===== src/rtl/mem_port_arbiter.sv =====
`default_nettype none
// ============================================================================
// Module   : mem_port_arbiter
// Brief    : Shares one synchronous memory port between instruction fetch (I)
//            and load/store (D), one transaction at a time.
// Revision : 1.0 - initial release
// ============================================================================
module mem_port_arbiter #(
    parameter int ADDR_WIDTH  = 32,
    parameter int LATENCY     = 1,
    parameter bit ROUND_ROBIN = 1'b1
) (
    input  logic                  clk,
    input  logic                  resetn,
    input  logic                  i_req,
    input  logic [ADDR_WIDTH-1:0] i_addr,
    output logic [31:0]           i_rdata,
    output logic                  i_done,
    input  logic                  d_req,
    input  logic [ADDR_WIDTH-1:0] d_addr,
    input  logic [31:0]           d_wdata,
    input  logic [3:0]            d_wmask,
    output logic [31:0]           d_rdata,
    output logic                  d_done,
    output logic [ADDR_WIDTH-1:0] mem_addr,
    output logic                  mem_rstrb,
    output logic [31:0]           mem_wdata,
    output logic [3:0]            mem_wmask,
    input  logic [31:0]           mem_rdata
);

    typedef enum logic [1:0] {
        ST_IDLE  = 2'd0,
        ST_ISSUE = 2'd1,
        ST_WAIT  = 2'd2
    } state_t;

    localparam logic [3:0]            C_CNT_LOAD  = 4'(LATENCY - 1);
    localparam logic [ADDR_WIDTH-1:0] C_WORD_MASK = ~(ADDR_WIDTH'(3));

    state_t                state_q, state_d;
    logic                  owner_d_q, owner_d_d;       // 1: D owns the port
    logic                  last_d_q, last_d_d;         // 1: last grant went to D
    logic [ADDR_WIDTH-1:0] addr_q, addr_d;
    logic [31:0]           wdata_q, wdata_d;
    logic [3:0]            wmask_q, wmask_d;
    logic [3:0]            cnt_q, cnt_d;

    logic w_grant_d;
    logic w_done;

    // D wins if alone, or on conflict when fixed priority or it is D's turn.
    assign w_grant_d = d_req && (!i_req || !ROUND_ROBIN || !last_d_q);

    always_comb begin
        state_d   = state_q;
        owner_d_d = owner_d_q;
        last_d_d  = last_d_q;
        addr_d    = addr_q;
        wdata_d   = wdata_q;
        wmask_d   = wmask_q;
        cnt_d     = cnt_q;
        case (state_q)
            ST_IDLE: begin
                if (i_req || d_req) begin
                    owner_d_d = w_grant_d;
                    last_d_d  = w_grant_d;
                    addr_d    = (w_grant_d ? d_addr : i_addr) & C_WORD_MASK;
                    wdata_d   = w_grant_d ? d_wdata : 32'd0;
                    wmask_d   = w_grant_d ? d_wmask : 4'd0;
                    state_d   = ST_ISSUE;
                end
            end
            ST_ISSUE: begin
                cnt_d   = C_CNT_LOAD;
                state_d = ST_WAIT;
            end
            ST_WAIT: begin
                if (cnt_q != 4'd0) begin
                    cnt_d = cnt_q - 4'd1;
                end else begin
                    state_d = ST_IDLE;
                end
            end
            default: state_d = ST_IDLE;
        endcase
    end

    always_ff @(posedge clk) begin
        if (!resetn) begin
            state_q   <= ST_IDLE;
            owner_d_q <= 1'b0;
            last_d_q  <= 1'b0;
            addr_q    <= '0;
            wdata_q   <= 32'd0;
            wmask_q   <= 4'd0;
            cnt_q     <= 4'd0;
        end else begin
            state_q   <= state_d;
            owner_d_q <= owner_d_d;
            last_d_q  <= last_d_d;
            addr_q    <= addr_d;
            wdata_q   <= wdata_d;
            wmask_q   <= wmask_d;
            cnt_q     <= cnt_d;
        end
    end

    assign w_done    = (state_q == ST_WAIT) && (cnt_q == 4'd0);
    assign i_done    = w_done && !owner_d_q;
    assign d_done    = w_done && owner_d_q;
    assign i_rdata   = i_done ? mem_rdata : 32'd0;
    assign d_rdata   = d_done ? mem_rdata : 32'd0;
    assign mem_addr  = addr_q;
    assign mem_wdata = wdata_q;
    assign mem_rstrb = (state_q == ST_ISSUE) && (wmask_q == 4'd0);
    assign mem_wmask = (state_q == ST_ISSUE) ? wmask_q : 4'd0;

endmodule
`default_nettype wire

===== config.mk =====
export PLATFORM = sky130hd
export DESIGN_NAME = mem_port_arbiter
export DESIGN_NICKNAME = d
export VERILOG_FILES = /design/src/rtl/mem_port_arbiter.sv
export SDC_FILE = /design/constraint.sdc
export NUM_CORES = 1
export LEC_CHECK = 0
export ABC_CLOCK_PERIOD_IN_PS = 1600
export CAP_MARGIN = 20
export CELL_PAD_IN_SITES_DETAIL_PLACEMENT = 1
export CELL_PAD_IN_SITES_GLOBAL_PLACEMENT = 1
export CORE_MARGIN = 2
export CORE_UTILIZATION = 23
export DETAILED_ROUTE_END_ITERATION = 12
export GPL_TIMING_DRIVEN = 0
export PLACE_DENSITY = 0.86
export RECOVER_POWER = 100
export SETUP_SLACK_MARGIN = 0.5
export SLEW_MARGIN = 20
export SYNTH_ARGS = -nofsm -noshare
export SYNTH_HDL_FRONTEND = slang
export SYNTH_SLANG_ARGS = --single-unit

===== constraint.sdc =====
create_clock -name clk -period 1.6 [get_ports clk]
set_input_delay 0.32 -clock clk [delete_from_list [all_inputs] [get_ports clk]]
set_output_delay 0.32 -clock clk [all_outputs]
set_load 0.02 [all_outputs]

==> flow_metrics.env <==
export IMPL_grt_pass1_wl_um=28300
export IMPL_synth_top_area_frac=0.396
export IMPL_synthCells=430
export IMPL_arrival_ns=1.73
export IMPL_grt_pass1_vias=5125
export IMPL_yosys_top_cells_count="dfxtp_1, and2_1, a21oi_1"
export IMPL_ys_warnings_count=0
export IMPL_r2r_cells=6
export IMPL_clockBufferDepth=2
export IMPL_r2r_slack_ns=-0.06
export IMPL_peakVddDrop_mv=0.556
export IMPL_slew_violations=0
export IMPL_yosysTopAreaCell="dfxtp_1"
export IMPL_r2r_end="mem_wdata[29]$_SDFFE_PN0P_"
export IMPL_numCtsBuffers=9
export IMPL_gp_congestion=0.767
export IMPL_post_route_cell_area_um2=8300
export IMPL_max_slew_margin_rel=0.498
export IMPL_area_delta_synth_final_pct=125
export IMPL_ant_nets=0
export IMPL_clockRootBuffer="clkbuf_16"
export IMPL_drcViolationCount=0
export IMPL_setup_ws_ns=-0.447
export IMPL_port_buffers=264
export IMPL_whs_endpoint="mem_wdata[0]$_SDFFE_PN0P_"
export IMPL_setup_viol_count_final=77
export IMPL_worstMarginPinSlew_ns=0.752
export IMPL_core_um2=15800
export IMPL_clk_pin_slew_ns=0.05
export IMPL_yosysMostFrequentCell="dfxtp_1"
export IMPL_status="complete, but fails checks"
export IMPL_grt_ovfl_total=0
export IMPL_pre_cts_ws_ns=-0.790
export IMPL_via_count=4733
export IMPL_grt_max_degree=12
export IMPL_holdCritPathClass="flop to flop"
export IMPL_dpl_hpwl_um=13200
export IMPL_first_pass_iters=4
export IMPL_hold_viol=0
export IMPL_crit_fanout=6
export IMPL_die_x_um=131
export IMPL_num_rows=46
export IMPL_fin_skew_ns=0.00791
export IMPL_dp_cells=911
export IMPL_synth_seq_area_share=0.396
export IMPL_via_per_inst=4.81
export IMPL_drive_gt1_frac=0.520
export IMPL_clock_latency_ns=0.34
export IMPL_post_drt_wl_per_cell_um=19.6
export IMPL_finalCritPeriodShare=1.28
export IMPL_power_leakage_nw=3.45
export IMPL_dpl_instance_area_um2=7130
export IMPL_antenna_found_initial=2
export IMPL_ys_seq_elements=73
export IMPL_worstPathRequired_ns=1.28
export IMPL_n_fill_cell=1750
export IMPL_fin_cells=985
export IMPL_synthArstFlopShare=0
export IMPL_cts_sinks=73
export IMPL_initialDrtViolationCount=106
export IMPL_hold_ws_ns=0.486
export IMPL_endpoint_kind="output port"
export IMPL_fin_crit_ns=2.05
export IMPL_power_density_nw_per_um2=775
export IMPL_utilization=0.526
export IMPL_synthesis_area_um2=3690
export IMPL_routed_wl_um=19300
export IMPL_power_mw=6.43
export IMPL_violations="setup timing"
export IMPL_startpoint_type="flop"
export IMPL_cts_tree="yes"
export IMPL_die_area_um2=17100
export IMPL_io_pin_count=271
export IMPL_tns_ns=-26.66
export IMPL_path_class="flop to output port"
export IMPL_start_util=0.234
export IMPL_grt_use_total=0.216
export IMPL_rsz0062_at_grt="true"
export IMPL_max_freq_ghz=0.488
export IMPL_ys_flop_type="dfxtp_1"
export IMPL_avgSynthCellArea_um2=8.57
export IMPL_hold_depth=2
export IMPL_hold_start="mem_wdata[0]$_SDFFE_PN0P_"
export IMPL_synth_edf_count=0
export IMPL_synth_area_top_cells="dfxtp_1, and2_1, a21oi_1"
export IMPL_nets=900
export IMPL_die_h_um=131
export IMPL_r2r_start="state_q[0]$_SDFFE_PN0P_"
export IMPL_cts_htree_levels=3
export IMPL_maxCapViolCount=0
export IMPL_synth_distinct_cells=44
-- final cells by class --
cell class	count	area, um^2	area share
Antenna cell	1	2.50	0.000302
Buffer	47	414	0.0499
Clock buffer	14	284	0.0342
Clock inverter	2	10.0	0.00121
Inverter	3	11.3	0.00136
Multi-Input combinational cell	308	2480	0.299
Sequential cell	73	1480	0.179
Tap cell	216	270	0.0326
Timing Repair Buffer	321	3340	0.402
-- sequential cells by signal, indices dropped and copies added (netlist names) --
signal / flops
mem_wdata: 32
mem_addr: 30
cnt_q: 4
wmask_q: 4
state_q: 2
last_d_q: 1
-- cell families (layout without fill, tap and decap cells) --
logic type	Yosys count	after routing	share of synthesized area
AOI/OAI and AO/OA	145	145	0.224
adders and majority gates	1	1	0.00339
buffers and inverters	50	387	0.0689
DFF	73	73	0.396
muxes	30	30	0.0815
other	1	3	0.00102
and+or+nand+nor	130	130	0.224
-- layout by cell type (no fill, tap or decap), types with 20 or more instances in the layout --
cell type,count
dfxtp_1,63
and2_4,56
mux2i_1,29
buf_6,137
a21oi_2,33
a21oi_1,37
clkdlybuf4s50_1,129
buf_4,54
o21ai_1,20
nand4_1,36
a211oi_2,30
-- worst max-delay path, stage by stage (launching register included) --
cell       delay [ns]
dfxtp_4          0.34
inv_2            0.06
ha_4             0.14
nand2_4          0.05
nor3b_4          0.19
buf_6            0.17
clkbuf_16        0.15
and2_4           0.16
buf_6            0.12
-- what timing repair did --
action	in CTS	in global routing
setup endpoints to repair	206	206
resized for setup	912	12
gates cloned	7	2
hold buffers	0	0
setup buffers	46	2
endpoints found under the hold margin	0	0
pin swaps	33	10
-- per-layer routing --
layer | wire length [um] | track usage
met1 | 6940 | 0.225
met2 | 10600 | 0.426
met3 | 1420 | 0.0586
met4 | 269 | 0.0501
met5 | 11 | 0
-- worst max-delay path by stage --
stage,start,endpoint,cells past startpoint
3_5_place_dp,cnt_q[1]$_SDFFE_PN0P_,i_rdata[8],7
2_1_floorplan,cnt_q[1]$_SDFFE_PN0P_,i_rdata[10],6
3_3_place_gp,cnt_q[1]$_SDFFE_PN0P_,i_rdata[8],7
4_1_cts,cnt_q[0]$_SDFFE_PN0P_,i_rdata[8],8
5_1_grt,cnt_q[1]$_SDFFE_PN0P_,i_rdata[8],8
6_report,cnt_q[0]$_SDFFE_PN0P_,i_rdata[8],8
-- report_power, final --
group | switching [mW] | internal (mW) | leakage, nW
registers | 0.128 | 1.97 | 0.607
logic | 1.06 | 1.25 | 2.69
clock network | 0.802 | 1.22 | 0.149
total | 1.99 | 4.44 | 3.45
Note: power is estimated with default switching activity, not from simulation.
